--- config.mk ---
export PLATFORM = sky130hd
export DESIGN_NAME = fcs_append
export DESIGN_NICKNAME = d
export VERILOG_FILES = /design/src/rtl/fcs_append_pkg.sv /design/src/rtl/fcs_append_crc32_dibit_step.sv /design/src/rtl/fcs_append.sv
export SDC_FILE = /design/constraint.sdc
export NUM_CORES = 1
export LEC_CHECK = 0
export ABC_CLOCK_PERIOD_IN_PS = 2400
export BUFFER_PORTS_ARGS = -buffer_cell sky130_fd_sc_hd__buf_4
export CORE_UTILIZATION = 35
export CTS_CLUSTER_SIZE = 16
export DETAILED_ROUTE_END_ITERATION = 8
export PLACE_DENSITY = 0.59
export SYNTH_ARGS = -nofsm -noshare
export SYNTH_HDL_FRONTEND = slang
export SYNTH_HIERARCHICAL = 1
export SYNTH_SLANG_ARGS = --single-unit
--- constraint.sdc ---
create_clock -name clk -period 2.4 [get_ports clk]
set_input_delay 0.48 -clock clk [delete_from_list [all_inputs] [get_ports clk]]
set_output_delay 0.48 -clock clk [all_outputs]
set_load 0.01 [all_outputs]
--- src/rtl/fcs_append_pkg.sv ---
// ============================================================================
// Module  : fcs_append_pkg
// Brief   : Shared CRC-32 constants and FSM encoding for the RMII FCS appender.
// Revision: 1.0 - initial release
// ============================================================================
`default_nettype none

package fcs_append_pkg;

    localparam logic [31:0] c_crc_poly = 32'hEDB88320;
    localparam logic [31:0] c_crc_seed = 32'hFFFFFFFF;
    localparam logic [7:0]  c_min_body = 8'd240;
    localparam int          c_fcs_len  = 16;

    typedef enum logic [1:0] {
        ST_IDLE = 2'd0,
        ST_DATA = 2'd1,
        ST_PAD  = 2'd2,
        ST_FCS  = 2'd3
    } state_t;

endpackage

`default_nettype wire

--- src/rtl/fcs_append_crc32_dibit_step.sv ---
// ============================================================================
// Module  : crc32_dibit_step
// Brief   : Reflected CRC-32 advance by one dibit (bit 0 first, then bit 1).
// Revision: 1.0 - initial release
// ============================================================================
`default_nettype none

module crc32_dibit_step
    import fcs_append_pkg::*;
(
    input  logic [31:0] i_crc,
    input  logic [1:0]  i_dibit,
    output logic [31:0] o_crc
);

    logic [31:0] w_crc_b0;

    assign w_crc_b0 = {1'b0, i_crc[31:1]} ^ ((i_crc[0] ^ i_dibit[0]) ? c_crc_poly : 32'h0);
    assign o_crc    = {1'b0, w_crc_b0[31:1]} ^ ((w_crc_b0[0] ^ i_dibit[1]) ? c_crc_poly : 32'h0);

endmodule

`default_nettype wire

--- src/rtl/fcs_append.sv ---
// ============================================================================
// Module  : fcs_append
// Brief   : Forwards an RMII dibit frame body with one cycle latency and
//           appends the Ethernet FCS; optional short-frame zero padding is
//           enabled by defining FCS_APPEND_PAD_EN.
// Revision: 1.0 - initial release
// ============================================================================
`default_nettype none

module fcs_append
    import fcs_append_pkg::*;
(
    input  logic       clk,
    input  logic       rst,
    input  logic       axiiv,
    input  logic [1:0] axiid,
    output logic       axiov,
    output logic [1:0] axiod,
    output logic       busy,
    output logic       ovf
);

    state_t      r_state, w_state_nxt;
    logic [31:0] r_crc, w_crc_nxt, w_crc_step;
    logic [1:0]  w_fold_dibit;
    logic [3:0]  r_fcs_idx, w_fcs_idx_nxt;
    logic        r_axiov, w_axiov_nxt;
    logic [1:0]  r_axiod, w_axiod_nxt;
    logic        r_busy, w_busy_nxt;
    logic        r_ovf, w_ovf_nxt;
    logic        w_start_fcs;
`ifdef FCS_APPEND_PAD_EN
    logic [7:0]  r_body_cnt, w_body_cnt_nxt;
`endif

    // Pad dibits (and the cycle that enters padding) fold zeros into the CRC.
    assign w_fold_dibit = (axiiv && (r_state == ST_IDLE || r_state == ST_DATA)) ? axiid : 2'b00;

    crc32_dibit_step u_crc_step (
        .i_crc   (r_crc),
        .i_dibit (w_fold_dibit),
        .o_crc   (w_crc_step)
    );

    always_comb begin
        w_state_nxt   = r_state;
        w_crc_nxt     = r_crc;
        w_fcs_idx_nxt = r_fcs_idx;
        w_axiov_nxt   = 1'b0;
        w_axiod_nxt   = 2'b00;
        w_busy_nxt    = 1'b0;
        w_ovf_nxt     = axiiv && (r_state == ST_PAD || r_state == ST_FCS);
        w_start_fcs   = 1'b0;
`ifdef FCS_APPEND_PAD_EN
        w_body_cnt_nxt = r_body_cnt;
`endif
        case (r_state)
            ST_IDLE: begin
                if (axiiv) begin
                    w_state_nxt = ST_DATA;
                    w_crc_nxt   = w_crc_step;
                    w_axiov_nxt = 1'b1;
                    w_axiod_nxt = axiid;
`ifdef FCS_APPEND_PAD_EN
                    w_body_cnt_nxt = 8'd1;
`endif
                end
            end
            ST_DATA: begin
                if (axiiv) begin
                    w_crc_nxt   = w_crc_step;
                    w_axiov_nxt = 1'b1;
                    w_axiod_nxt = axiid;
`ifdef FCS_APPEND_PAD_EN
                    if (r_body_cnt != c_min_body) w_body_cnt_nxt = r_body_cnt + 8'd1;
`endif
                end else
`ifdef FCS_APPEND_PAD_EN
                if (r_body_cnt < c_min_body) begin
                    w_state_nxt    = ST_PAD;
                    w_crc_nxt      = w_crc_step;
                    w_axiov_nxt    = 1'b1;
                    w_busy_nxt     = 1'b1;
                    w_body_cnt_nxt = r_body_cnt + 8'd1;
                end else
`endif
                begin
                    w_start_fcs = 1'b1;
                end
            end
`ifdef FCS_APPEND_PAD_EN
            ST_PAD: begin
                if (r_body_cnt == c_min_body) begin
                    w_start_fcs = 1'b1;
                end else begin
                    w_crc_nxt      = w_crc_step;
                    w_axiov_nxt    = 1'b1;
                    w_busy_nxt     = 1'b1;
                    w_body_cnt_nxt = r_body_cnt + 8'd1;
                end
            end
`endif
            ST_FCS: begin
                // The CRC register doubles as the FCS shifter, low dibit first.
                w_axiov_nxt = 1'b1;
                w_axiod_nxt = ~r_crc[1:0];
                w_crc_nxt   = {2'b11, r_crc[31:2]};
                if (r_fcs_idx == 4'(c_fcs_len - 1)) begin
                    w_state_nxt   = ST_IDLE;
                    w_crc_nxt     = c_crc_seed;
                    w_fcs_idx_nxt = 4'd0;
                end else begin
                    w_fcs_idx_nxt = r_fcs_idx + 4'd1;
                    w_busy_nxt    = 1'b1;
                end
            end
            default: begin
                w_state_nxt = ST_IDLE;
            end
        endcase

        if (w_start_fcs) begin
            w_state_nxt   = ST_FCS;
            w_axiov_nxt   = 1'b1;
            w_axiod_nxt   = ~r_crc[1:0];
            w_crc_nxt     = {2'b11, r_crc[31:2]};
            w_fcs_idx_nxt = 4'd1;
            w_busy_nxt    = 1'b1;
        end
    end

    always_ff @(posedge clk) begin
        if (rst) begin
            r_state    <= ST_IDLE;
            r_crc      <= c_crc_seed;
            r_fcs_idx  <= 4'd0;
            r_axiov    <= 1'b0;
            r_axiod    <= 2'b00;
            r_busy     <= 1'b0;
            r_ovf      <= 1'b0;
`ifdef FCS_APPEND_PAD_EN
            r_body_cnt <= 8'd0;
`endif
        end else begin
            r_state    <= w_state_nxt;
            r_crc      <= w_crc_nxt;
            r_fcs_idx  <= w_fcs_idx_nxt;
            r_axiov    <= w_axiov_nxt;
            r_axiod    <= w_axiod_nxt;
            r_busy     <= w_busy_nxt;
            r_ovf      <= w_ovf_nxt;
`ifdef FCS_APPEND_PAD_EN
            r_body_cnt <= w_body_cnt_nxt;
`endif
        end
    end

    assign axiov = r_axiov;
    assign axiod = r_axiod;
    assign busy  = r_busy;
    assign ovf   = r_ovf;

endmodule

`default_nettype wire

==> metrics.yaml <==
r2r_slack_ps: 550
drt-total-wl_microns: 5070
syn-cell-area_sq_um: 2790
holdCritStartpoint: "rst"
cp_max_fo: 14
post-cts-setup-buffers: 0
grt.total_usage: 0.132
clk_latency_ps: 300
fin_crit_ps: 1850
slew_viol_final: 0
p_clk_frac: 0.296
rows: 32
grt_max_degree: 46
cp-start-kind: "register"
clk_pin_slew_worst_paths_ps: 80
synth_top_flop_cell: "dfxtp_1"
slowest_delay_ps: 380
num_antenna_cells: 0
die_area_sq_um: 8320
area_delta_synth_final_pct: 4.22
drive_above_1_share: 0.355
synth_edf_count: 0
worstSetupStartpoint: "r_state[1]"
io_pins: 10
p_seq_frac: 0.478
switching_share: 0.283
hp-class: "in2reg"
yosys_warnings: 6
hold_ws_ps: 415
synth_nets: 281
cts_resized: 0
worstPathCellList: "and2b_2 > nand2_1 > inv_1 > xnor2_2 > buf_12 > xor3_4 > nor2_1 > o31ai_2"
drtAntennaViolNets: 0
synth_area_leaders: "dfxtp_1 (31%), nor4b_2 (15%), o31ai_2 (13%)"
ys_types: 35
yosys.area.top_type: "dfxtp_1"
die_x_microns: 91.2
grt_pass1_vias: 1831
gr-total-overflow: 0
cp_num_buf_inv: 2
yosysMostFrequentCell: "dfxtp_1"
clk_root_buffer_cell: "clkbuf_8"
cts_inserted_buffers: 5
power.internal_uw: 1250
netlist_instances: 275
ys_ff_latch: 43
finalSetupTns_ps: 0
powerDensity_nw_per_um2: 601
clock-sinks: 43
criticalPathCategory: "reg2reg"
ys_async_sr_fraction: 0
ctsHoldBuffers: 0
vias: 1859
grt_pass1_wl_microns: 9030
drtPass1Iterations: 4
drcViolationCount: 0
nets: 267
tritoncts: "done"
place_hpwl_microns: 3000
worst_pin_slew_ps: 561
combPwrFrac: 0.226
cp_data_required_time_ps: 2580
cp_top_family: "XOR/XNOR gates"
port_buffers: 9
fin_crit_sh: 0.771
reg2reg_from: "r_state[1]"
critPathSlowestCell: "xor3_4"
die_h_microns: 91.2
initial_core_util: 0.360
crit_arrival_ps: 2030
seq_area_frac_synth: 0.309
p_switching_uw: 493
final_hold_viol_count: 0
drt-wirelength-per-cell_microns: 13.9
clock_path_buffers: 2
h-tree-depth: 2
max-slew-margin-rel: 0.626
synth_commonest_cells: "dfxtp_1 (43), nor2_1 (38), nor3_1 (34), nor4b_2 (28), o31ai_2 (28)"
max_freq_ghz: 0.541
status: "complete, no violations"
clock_skew_ps: 4.34
avgSynthCellArea_sq_um: 10.1
rsz0062_at_grt: "false"
end_kind: "register"
p_leak_uw: 0.000926
drt_iter0_markers: 47
core_area_sq_um: 7730
fillerInstances: 768
ir_drop_mv: 0.305
drv_cap: 0
vias_per_cell: 5.11
synth.top_cell.area_share: 0.309
antenna_found_initial: 0
gp_congestion: 0.688
setup_viol: 0
-- flip-flops by register name, indices dropped and copies added (netlist names) --
register and flops:
busy 1, ovf 1, axiov 1, r_crc 32, r_fcs_idx 4, r_state 2, axiod 2
-- cell type report --
class	instances	area, sq um	share of cell area
multi-input combinational	187	1620	0.559
sequential	43	862	0.297
timing repair buffer	20	175	0.0603
tap	102	128	0.0440
clock buffer	8	100	0.0345
inverter	4	15.0	0.00517
-- final timing paths --
kind / to / depth (start not counted)
min reg2reg: r_fcs_idx[1] / 2
max: r_crc[19] / 8
min: r_state[0] / 2
max reg2reg: r_crc[19] / 8
-- routing by layer --
metal	vias up	part of all wire	wire [microns]	GRT usage
li1	940	-	-	-
met1	900	0.50	2530	0.182
met2	15	0.47	2390	0.210
met3	4	0.022	112	0.0235
met4	0	0.0067	34	0.0357
met5	-	0	0	0
-- power by group through the flow --
stage / logic [uW] / clock network [uW] / registers (uW)
after floorplan: 371 / 0 / 831
after global placement: 391 / 0 / 850
after detailed placement: 395 / 0 / 850
after CTS: 397 / 543 / 834
after global routing: 428 / 573 / 845
final: 393 / 516 / 834
-- cell usage in the layout, fill, tap and decap left out --
cell type | synthesis | final
xnor2_1 | 14 | 14
dfxtp_1 | 43 | 42
xor3_4 | 4 | 4
nand2b_1 | 1 | 1
nor2_1 | 38 | 38
dfxtp_2 | 0 | 1
a21boi_0 | 1 | 1
or3_1 | 1 | 1
buf_12 | 0 | 2
and4_4 | 1 | 1
ha_1 | 1 | 1
nor3b_1 | 1 | 1
clkbuf_8 | 0 | 7
o31ai_1 | 2 | 2
a2bb2oi_1 | 1 | 1
inv_1 | 4 | 4
nor4b_2 | 28 | 28
a21oi_1 | 6 | 6
and2b_2 | 0 | 1
o31ai_2 | 28 | 28
nand2_1 | 6 | 6
or3b_2 | 1 | 1
xor2_1 | 2 | 2
xnor2_2 | 1 | 1
nand3b_1 | 2 | 2
clkbuf_1 | 7 | 1
nor3_1 | 34 | 34
nand3_1 | 4 | 4
buf_4 | 13 | 18
xor3_1 | 2 | 2
nor4b_1 | 2 | 2
and3_1 | 1 | 1
o21ai_0 | 3 | 3
or2_2 | 1 | 1
-- worst reg2reg max path, cell delays in order, from the launching register on --
cell	delay, ps
dfxtp_1	330
and2b_2	250
nand2_1	100
inv_1	70
xnor2_2	200
buf_12	190
xor3_4	390
nor2_1	140
o31ai_2	80
-- metrics by stage --
step	util	instances	cell area, sq um	worst slack (ps)	total power [uW]
6_report	0.376	364	2900	550	1740
4_1_cts	0.376	364	2900	550	1770
2_1_floorplan	-	275	2790	139	1200
3_5_place_dp	0.363	356	2800	277	1250
3_3_place_gp	0.363	356	2800	320	1240
5_1_grt	0.376	364	2900	425	1850
-- logic make-up (layout without fill, tap and decap cells) --
logic type | Yosys count | after routing | synth area share
AO/OA/AOI/OAI | 41 | 41 | 0.153
XOR/XNOR | 23 | 23 | 0.113
adder cells (fa/ha/maj) | 1 | 1 | 0.00449
buffers and inverters | 45 | 32 | 0.109
flip-flops | 43 | 43 | 0.309
AND/OR/NAND/NOR | 122 | 122 | 0.312
Note: power is estimated with default switching activity, not from simulation.
